==> src/rtl/gray_counter_if.sv <==
// gray_counter_if: groups the control strobes, Gray load value and the
// registered binary/Gray/wrap outputs of the Gray-code counter.
// The master side drives the controls and observes the outputs.
// The slave side is the counter itself.
interface gray_counter_if #(
    parameter int WIDTH = 4
) ();

    logic             en;
    logic             up_dn;
    logic             load;
    logic [WIDTH-1:0] load_gray;
    logic [WIDTH-1:0] bin_out;
    logic [WIDTH-1:0] gray_out;
    logic             wrap;

    modport master (
        output en,
        output up_dn,
        output load,
        output load_gray,
        input  bin_out,
        input  gray_out,
        input  wrap
    );

    modport slave (
        input  en,
        input  up_dn,
        input  load,
        input  load_gray,
        output bin_out,
        output gray_out,
        output wrap
    );

endinterface

==> src/rtl/gray_counter.sv <==
// gray_counter: registered WIDTH-bit up/down counter with binary and Gray
// outputs, a Gray-coded parallel load and a one-cycle boundary pulse.
// Intended as a pointer/sequence source for CDC FIFOs and position encoders.
//
// Build option GRAY_COUNTER_SATURATE_EN: when defined, a step past either
// end of the range is suppressed and the count holds at the limit, with
// wrap pulsing for every suppressed step. When undefined the counter wraps
// modulo 2^WIDTH.
//
// gray_out is its own flop, loaded with the Gray encoding of the next binary
// value, so a consumer in another clock domain never sees a combinational
// glitch on it.
module gray_counter #(
    parameter int WIDTH = 4
) (
    input  logic           clk,
    input  logic           rst,
    gray_counter_if.slave  bus
);

    localparam logic [WIDTH-1:0] ONE      = WIDTH'(1);
    localparam logic [WIDTH-1:0] ALL_ONES = '1;
    localparam logic [WIDTH-1:0] ZERO     = '0;

    logic [WIDTH-1:0] bin_q;
    logic [WIDTH-1:0] gray_q;
    logic             wrap_q;

    logic [WIDTH-1:0] load_bin;
    logic [WIDTH-1:0] step_bin;
    logic             at_max;
    logic             at_min;
    logic             boundary;
    logic [WIDTH-1:0] next_bin;
    logic [WIDTH-1:0] next_gray;
    logic             next_wrap;

    // Gray to binary: each binary bit is the XOR of all Gray bits at or above it.
    function automatic logic [WIDTH-1:0] gray_to_bin(input logic [WIDTH-1:0] g);
        logic [WIDTH-1:0] b;
        b = '0;
        b[WIDTH-1] = g[WIDTH-1];
        for (int i = WIDTH - 2; i >= 0; i--) begin
            b[i] = b[i+1] ^ g[i];
        end
        return b;
    endfunction

    // Binary to Gray: adjacent binary values differ in exactly one Gray bit.
    function automatic logic [WIDTH-1:0] bin_to_gray(input logic [WIDTH-1:0] b);
        return b ^ (b >> 1);
    endfunction

    // Decode the load value and work out the candidate step and whether it crosses a boundary.
    always_comb begin
        load_bin = gray_to_bin(bus.load_gray);
        at_max   = (bin_q == ALL_ONES);
        at_min   = (bin_q == ZERO);
        step_bin = bus.up_dn ? (bin_q + ONE) : (bin_q - ONE);
        boundary = bus.en && (bus.up_dn ? at_max : at_min);
    end

    // Select the next register contents with load taking priority over counting.
    always_comb begin
        next_bin  = bin_q;
        next_gray = gray_q;
        next_wrap = 1'b0;
        if (bus.load) begin
            next_bin  = load_bin;
            next_gray = bus.load_gray;
            next_wrap = 1'b0;
        end else if (bus.en) begin
`ifdef GRAY_COUNTER_SATURATE_EN
            if (boundary) begin
                next_bin = bin_q;
            end else begin
                next_bin = step_bin;
            end
`else
            next_bin = step_bin;
`endif
            next_gray = bin_to_gray(next_bin);
            next_wrap = boundary;
        end
    end

    // Count, Gray and wrap registers, cleared together by the synchronous reset.
    always_ff @(posedge clk) begin
        if (rst) begin
            bin_q  <= '0;
            gray_q <= '0;
            wrap_q <= 1'b0;
        end else begin
            bin_q  <= next_bin;
            gray_q <= next_gray;
            wrap_q <= next_wrap;
        end
    end

    assign bus.bin_out  = bin_q;
    assign bus.gray_out = gray_q;
    assign bus.wrap     = wrap_q;

endmodule

==> src/flat_wrapper.sv <==
// flat-port wrapper written by rule: the top's interface ports become plain ports
module gray_counter_flat 
#(
    parameter int WIDTH = 4
)
  (clk, rst, bus_en, bus_up_dn, bus_load, bus_load_gray, bus_bin_out, bus_gray_out, bus_wrap);
  gray_counter_if #(.WIDTH(WIDTH)) bus_i ();
  input  logic clk;
  input  logic rst;
  input wire logic [$bits(bus_i.en)-1:0] bus_en;
  input wire logic [$bits(bus_i.up_dn)-1:0] bus_up_dn;
  input wire logic [$bits(bus_i.load)-1:0] bus_load;
  input wire logic [$bits(bus_i.load_gray)-1:0] bus_load_gray;
  output wire logic [$bits(bus_i.bin_out)-1:0] bus_bin_out;
  output wire logic [$bits(bus_i.gray_out)-1:0] bus_gray_out;
  output wire logic [$bits(bus_i.wrap)-1:0] bus_wrap;
  assign bus_i.en = bus_en;
  assign bus_i.up_dn = bus_up_dn;
  assign bus_i.load = bus_load;
  assign bus_i.load_gray = bus_load_gray;
  assign bus_bin_out = bus_i.bin_out;
  assign bus_gray_out = bus_i.gray_out;
  assign bus_wrap = bus_i.wrap;
  gray_counter #(.WIDTH(WIDTH)) u_core (.clk(clk), .rst(rst), .bus(bus_i));
endmodule
==> config.mk <==
export PLATFORM = sky130hd
export DESIGN_NAME = gray_counter_flat
export DESIGN_NICKNAME = d
export VERILOG_FILES = /design/src/rtl/gray_counter_if.sv /design/src/rtl/gray_counter.sv /design/src/flat_wrapper.sv
export SDC_FILE = /design/constraint.sdc
export NUM_CORES = 1
export LEC_CHECK = 0
export BUFFER_PORTS_ARGS = -buffer_cell sky130_fd_sc_hd__buf_4
export CAP_MARGIN = 5
export CORE_UTILIZATION = 25
export CTS_CLUSTER_DIAMETER = 150
export DETAILED_ROUTE_END_ITERATION = 10
export GPL_TIMING_DRIVEN = 1
export PLACE_DENSITY = 0.54
export SYNTH_ARGS = -nofsm -noshare
export SYNTH_HDL_FRONTEND = slang
export SYNTH_SLANG_ARGS = --single-unit
==> constraint.sdc <==
create_clock -name clk -period 3.6 [get_ports clk]
set_input_delay 0.72 -clock clk [delete_from_list [all_inputs] [get_ports clk]]
set_output_delay 0.72 -clock clk [all_outputs]
set_load 0.02 [all_outputs]
Word level (Yosys, flattened, before mapping)
Index checks and enable logic that the tools add are counted.
{"block": "totals", "output_inout_bits": 9, "ramBits": 0, "n_memories": 0, "in_bits": 9, "word_cells": 21, "reg_bits": 9, "latch_bits": 0, "mem_bits_ro": 0}
{"block": "classes", "n_mul": 0, "order_cmp": 0, "eq_ne": 1, "add_sub_neg": 2, "div": 0, "n_bitwise": 5, "reduce_logical": 4, "n_mux": 6, "n_shift": 0}
{"cell": "2-to-1 mux 4 bit", "n": 5}
{"cell": "adder 4 x 1 -> 4 bit, second input constant", "n": 1}
{"cell": "== test 4 bit, second input constant", "n": 1}
{"cell": "logical NOT 4 bit", "n": 1}
{"cell": "subtractor 4 x 1 -> 4 bit, second input constant", "n": 1}
{"cell": "bitwise XOR 4 x 3 -> 4 bit", "n": 1}
{"cell": "OR reduction 3 bit", "n": 1}
{"cell": "bitwise XOR 1 bit", "n": 3}
{"cell": "nonzero test 2 bit", "n": 1}
{"cell": "logical AND 1 bit", "n": 1}
{"cell": "2-to-1 mux 1 bit", "n": 1}
{"cell": "NOT 1 bit", "n": 1}

Depth between registers and ports, before layout
Gate-level depths: netlist of run 1.
{"block": "logic_depth", "depth_word": 5, "depth_mapped": 6, "mapped_depth_nobuf": 6}

Worst setup path after synthesis of run 1
Ideal clock, no wire load.
{"block": "synth_path", "path_type": "in2reg", "from": "in bus_up_dn", "to": "reg u_core.gray_q[0] (netlist: u_core.bus.gray_out[0])", "setup_slack_ps": 1635, "n_path_buf": 0, "cell_stages": 6, "t_required_ps": 3475, "arrival_time_ps": 1840, "cell_sequence": "inv_1 > fa_1 > xnor2_1 > mux2_2 > mux2i_1 > nor2_1"}
{"block": "synth_via", "elab_chain_cells": 4}
{"element": "from (decl)", "line": "flat_wrapper.sv:11", "text": "input wire logic [$bits(bus_i.up_dn)-1:0] bus_up_dn;"}
{"element": "2-to-1 mux 4 bit", "line": "gray_counter.sv:59", "text": "step_bin = bus.up_dn ? (bin_q + ONE) : (bin_q - ONE);"}
{"element": "bitwise XOR 4 x 3 -> 4 bit", "line": "gray_counter.sv:51", "text": "return b ^ (b >> 1);"}
{"element": "2-to-1 mux 4 bit", "line": "gray_counter.sv:72", "text": "end else if (bus.en) begin"}
{"element": "2-to-1 mux 4 bit", "line": "gray_counter.sv:68", "text": "if (bus.load) begin"}
{"element": "to (signal assigned)", "line": "gray_counter.sv:95", "text": "gray_q <= next_gray;"}
{"element": "to (decl)", "line": "gray_counter.sv:26", "text": "logic [WIDTH-1:0] gray_q;"}
No other way between the ends. The select of a mux whose other input is x is not followed.
A chain may end at the register's enable or synchronous reset.

Final worst setup path of run 1
Ends and elaborated chain as after synthesis.

==> flow_summary.toml, run 1 <==
[critical_path]
startpoint = "bus_up_dn"
cp.arrival_ns = 2.10
crit_slowest_cell = "fa_1"
worstPathCellList = "buf_4, inv_1, fa_1, xnor2_1, mux2_2, mux2i_1, nor2_1"
required_ns = 3.75
setup.worst_path.class = "input pin to register"
rr_worst_depth = 5
reg2reg_from = "u_core.bus.bin_out[0]"
crit_buf_inv = 2
path_delay_family = "adder cells"
slowest_delay_ns = 0.52
end_kind = "register"
crit_path_start_kind = "input pin"
rrSetupSlack_ns = 1.82
crit_fanout = 4
reg2reg_to = "u_core.bus.gray_out[0]"

[job]
maxCapViolations = 0

[global_route]
grt_pass1_wl_um = 2010
grt_usage_pct = 11.7
grt_pass1_vias = 426
grt_max_degree = 16
grt-ovfl-total = 0
antenna_found_initial = 0

[sta]
fin_skew_ns = 0.00270
holdWs_ns = 0.560
finalHoldViolations = 0
rsz0062_at_grt = "no"
setup_violations = 0
period_share_pct = 54.2
fin_tns_setup_ns = 0
maxSlewViolCount = 0
max_freq_ghz = 0.513
worst_slew_pin_slew_ns = 0.330
relSlewSlack_pct = 77.8
min_period_ns = 1.95

[placement]
portBuffers = 17
place_inst = 100
post_dp_cell_area_um2 = 684
place_hpwl_um = 910
gp_congestion = 0.722

[cts]
post_cts_resize_count = 0
numClockSinks = 8
clkTransAtPathRegs_ns = 0.06
htreeDepth = 1
hold_buffers = 0
clock_latency_ns = 0.26
clockBufferDepth = 2
cts_setup_buffers = 0
cts_buffers = 3
root_buffer = "clkbuf_4"
tritoncts = "built"

[yosys]
synthTopCellsByArea = "dfxtp_1 (29%), xnor2_1 (8.1%), a21oi_1 (5.5%), xor2_1 (4.8%), ha_1 (4.6%)"
syn_area_um2 = 543
synth_seq_area_share_pct = 29.5
synthCells = 60
yosys_warnings = 0
yosysTopAreaCell = "dfxtp_1"
syn-num-nets = 72
ys_ff_latch = 8
synth_top_area_share_pct = 29.5
synth.distinct_cells = 31
synth.avg_cell_area_um2 = 9.05

[route]
viasPerCell = 4.72
wl_per_cell_um = 11.8
dr.pass1.iters = 4
drt_iter0_markers = 5
ant_nets = 0
drcViolationCount = 0
wl_um = 1220
vias = 486

[finish]
antenna_cells = 0
post-route-cell-area_um2 = 707
drive_gt1_share_pct = 32.9
syn_to_final_growth_pct = 30.2
num-fill-cells = 221
nNetsFinal = 90
final_cells = 103

[worst_hold_path]
hp-class = "register to register"
hold_path_depth = 2
hp-start = "u_core.bus.gray_out[1]"
whs_endpoint = "u_core.bus.gray_out[1]"

[floorplan]
die-height_um = 48.6
io_pins = 18
die_w_um = 48.6
core_area_um2 = 2000
start_util_pct = 27.1
fp.dieArea_um2 = 2360
std_cell_rows = 16

[status]
status = "completed"

[pwr]
leakagePower_nw = 0.317
power.total_uw = 299
powerDensity_nw_per_um2 = 423
peakVddDrop_uv = 148
## worst register-to-register path: stages (launching register included)
cell and delay (ns):
dfxtp_1 0.51, fa_1 0.54, xnor2_1 0.17, mux2_2 0.27
mux2i_1 0.13, nor2_1 0.06
## cells by family after synthesis
family,synth area share (%)
AND/OR/NAND/NOR,18.4
multiplexers,3.92
XOR/XNOR,17.1
buffers and inverters,5.76
adder cells (fa/ha/maj),8.29
flip-flops,29.5
AO/OA/AOI/OAI,17.1
## per-stage QoR
| step | utilization [%] | worst slack, ns |
|---|---|---|
| detailed placement | 34.2 | 1.41 |
| global route | 35.3 | 1.57 |
| global placement | 34.2 | 1.44 |
| floorplan | - | 1.63 |
| finish | 35.3 | 1.65 |
| CTS | 35.3 | 1.67 |
## registers in the layout, summed over array words and instances (netlist names)
signal and count:
u_core.bus.gray_out 4, u_core.bus.bin_out 3, u_core.bus.wrap 1
## cells in the mapped netlist
cell / instances
a211oi_1: 3
a211oi_2: 1
a21o_1: 1
a21oi_1: 6
a221oi_1: 1
and3_1: 1
and3_4: 1
buf_2: 1
buf_4: 1
clkbuf_1: 2
dfxtp_1: 8
fa_1: 1
ha_1: 2
inv_1: 2
inv_2: 1
mux2_2: 1
mux2i_1: 1
nand2_1: 2
nand3_1: 1
nand4b_1: 1
nor2_1: 4
nor2_2: 1
nor2b_1: 1
nor3b_1: 2
nor4_1: 1
o21ai_0: 1
o22ai_1: 1
or3_1: 2
xnor2_1: 5
xnor3_1: 1
xor2_1: 3
## metal layers
layer,up-vias,routed length (um),global-route usage (%)
li1,244,-,-
met1,223,649,16.9
met2,14,478,14.1
met3,5,50,2.20
met4,0,42,10.3
met5,-,0,0
## worst max path at each step
stage | end | slack (ns) | cells after the start
4_1_cts | u_core.bus.gray_out[0] | 1.67 | 7
2_1_floorplan | u_core.bus.gray_out[0] | 1.63 | 6
3_5_place_dp | u_core.bus.gray_out[0] | 1.41 | 7
3_3_place_gp | u_core.bus.gray_out[0] | 1.44 | 7
6_report | u_core.bus.gray_out[0] | 1.65 | 7
5_1_grt | u_core.bus.gray_out[1] | 1.57 | 7
## report_power, final
group / internal (mW) / total (mW) / switching (mW)
Sequential: 0.0977 / 0.108 / 0.0107
Clock: 0.0384 / 0.0730 / 0.0345
Combinational: 0.0605 / 0.118 / 0.0574
## placed cells by master (no fill, tap or decap), types with 2 or more instances in the layout
cell type and count:
buf_4 17, dfxtp_1 8, a21oi_1 6, xnor2_1 5, nor2_1 4, xor2_1 3, a211oi_1 3, clkbuf_4 3
inv_1 2, nand2_1 2, or3_1 2, nor3b_1 2, ha_1 2
## layout make-up
class / instances / area [um^2] / area share (%)
clock buffer: 3 / 22.5 / 3.19
tap: 27 / 33.8 / 4.78
sequential: 8 / 160 / 22.7
inverter: 3 / 11.3 / 1.59
timing repair buffer: 17 / 128 / 18.1
multi-input combinational: 45 / 352 / 49.7
No activity file was read; power rests on OpenSTA's default activity.
==> run 2, diff against run 1 <==
Settings changed: ABC_AREA set to 1, PLACE_DENSITY 0.54 to 0.56.
Clock period 3.6 ns to 1.76 ns, I/O delays scaled along.
==> flow_summary.toml, run 2 <==
[yosys]
synthTopCellsByArea = "dfxtp_1 (29%), nand2_1 (13%), inv_1 (10%), nand3_1 (6.4%), ha_1 (4.5%)"
synth_seq_area_share_pct = 29.1
synth_edf_count = 0
synthCells = 83
synth_flop_cell = "dfxtp_1"
syn_area_um2 = 551
async_flop_share_pct = 0
yosys-top-cells-count = "nand2_1 (19), inv_1 (15), dfxtp_1 (8)"
yosysTopAreaCell = "dfxtp_1"
yosys_warnings = 0
syn-num-nets = 95
synth_top_area_share_pct = 29.1
synth.distinct_cells = 23
synth.avg_cell_area_um2 = 6.63
ys_ff_latch = 8
yosysMostFrequentCell = "nand2_1"

[critical_path]
crit_path_frequent_cell = "nand3_1"
path_delay_family = "adder cells"
slowest_delay_ns = 0.43
end_kind = "register"
crit_path_start_kind = "register"
required_ns = 1.95
crit_buf_inv = 1
setup.worst_path.class = "register to register"
crit_slowest_cell = "fa_1"
worstPathCellList = "fa_1, xor2_1, inv_1, nand3_1, nand3_1, a21oi_1"
cp.arrival_ns = 1.69
crit_fanout = 3

[placement]
gp_congestion = 0.793
pre_cts_slack_ns = 0.0897
post_dp_cell_area_um2 = 719
portBuffers = 17
place_hpwl_um = 1130

[cts]
cts_buffers = 3
clock_latency_ns = 0.26
htreeDepth = 1
post_cts_resize_count = 0
tritoncts = "built"
clockBufferDepth = 2
hold_buffers = 0
root_buffer = "clkbuf_4"
numClockSinks = 8
clkTransAtPathRegs_ns = 0.06
cts_setup_buffers = 0

[pwr]
p_sw_uw = 199
peakVddDrop_uv = 304
powerDensity_nw_per_um2 = 756
combPwrFrac_pct = 36.6
seq_power_share_pct = 37.6
intPower_uw = 362
p_sw_share_pct = 35.5
leakagePower_nw = 0.402
clkPwrFrac_pct = 25.8

[route]
wl_um = 1390
viasPerCell = 4.53
vias = 594
drcViolationCount = 0
ant_nets = 0
dr.pass1.iters = 4
wl_per_cell_um = 10.6
drt_iter0_markers = 12

[floorplan]
fp.dieArea_um2 = 2390
start_util_pct = 27.2
die_w_um = 48.9
die-height_um = 48.9
core_area_um2 = 2020
io_pins = 18
std_cell_rows = 16

[sta]
rsz0062_at_grt = "no"
relSlewSlack_pct = 83.3
maxSlewViolCount = 0
finalHoldViolations = 0
max_freq_ghz = 0.665
fin_skew_ns = 0.00536
fin_tns_setup_ns = 0
period_share_pct = 85.4
worst_slew_pin_slew_ns = 0.250
setup_violations = 0
min_period_ns = 1.50
setup_ws_ns = 0.257

[global_route]
grt_max_degree = 9
grt_usage_pct = 12.6
grt-ovfl-total = 0
grt_pass1_wl_um = 2290
antenna_found_initial = 0
grt_pass1_vias = 553

[job]
maxCapViolations = 0

[status]
status = "completed"

[finish]
post-route-cell-area_um2 = 742
final_cell_mix = "nand2_1 (19), buf_4 (19), inv_1 (15)"
drive_gt1_share_pct = 25.0
num-fill-cells = 231
largest_reg_flops = 4
antenna_cells = 0
multi_input_comb_area_um2 = 319
nNetsFinal = 118
register_area_um2 = 160
syn_to_final_growth_pct = 34.8

[worst_hold_path]
hp-class = "input pin to register"
## run 2: cell types whose count changed after synthesis, moves of 3 or more
cell	previous run	this run
nand2_1	2	19
inv_1	2	15
nand3_1	1	7
xnor2_1	5	0
a211oi_1	3	0
a22oi_1	0	3
nor3_1	0	3
o21ai_1	0	3
## run 2: final cells by class
| type | count | share of cell area (%) |
|---|---|---|
| Inverter | 17 | 8.60 |
| Sequential cell | 8 | 21.6 |
| Tap cell | 27 | 4.55 |
| Multi-Input combinational cell | 57 | 43.0 |
| Clock buffer | 3 | 3.04 |
| Timing Repair Buffer | 19 | 19.2 |
## run 2: path summary, 6_finish.rpt
check / from / to / slack, ns / cells past startpoint
min reg2reg: u_core.bus.gray_out[2] / u_core.bus.gray_out[2] / 0.56 / 2
max: u_core.bus.bin_out[0] / u_core.bus.gray_out[2] / 0.26 / 6
max reg2reg: u_core.bus.bin_out[0] / u_core.bus.gray_out[2] / 0.26 / 6
min: rst / u_core.bus.bin_out[1] / 0.29 / 2
## run 2: power groups by stage
stage               Combinational, mW  Clock [mW]  Sequential, mW
detailed placement              0.204           0           0.215
floorplan                       0.105           0           0.237
CTS                             0.205       0.150           0.211
global route                    0.226       0.161           0.214
finish                          0.205       0.145           0.211
global placement                0.202           0           0.215
## run 2: stage by stage
step,power (mW),hold WS (ns),util (%),instances
floorplan,0.341,0.421,-,83
global placement,0.417,0.544,35.6,128
detailed placement,0.419,0.549,35.6,128
CTS,0.566,0.284,36.7,131
global route,0.601,0.290,36.7,131
finish,0.561,0.292,36.7,131
## run 2: routing by layer
layer  GRT usage [%]  vias up  routed length, um
met1            15.5      258                653
met2            18.8       18                621
met4            6.37        0                 13
li1                -      314                  -
met3            5.30        4                101
met5               0        -                  0
## run 2: cell families after synthesis
logic type | count (synthesis) | share of synthesized area [%]
xor+xnor | 1 | 1.59
buf+inv | 18 | 13.0
fa+ha+maj | 3 | 8.18
compound gates | 16 | 17.5
flops | 8 | 29.1
simple gates | 37 | 30.7
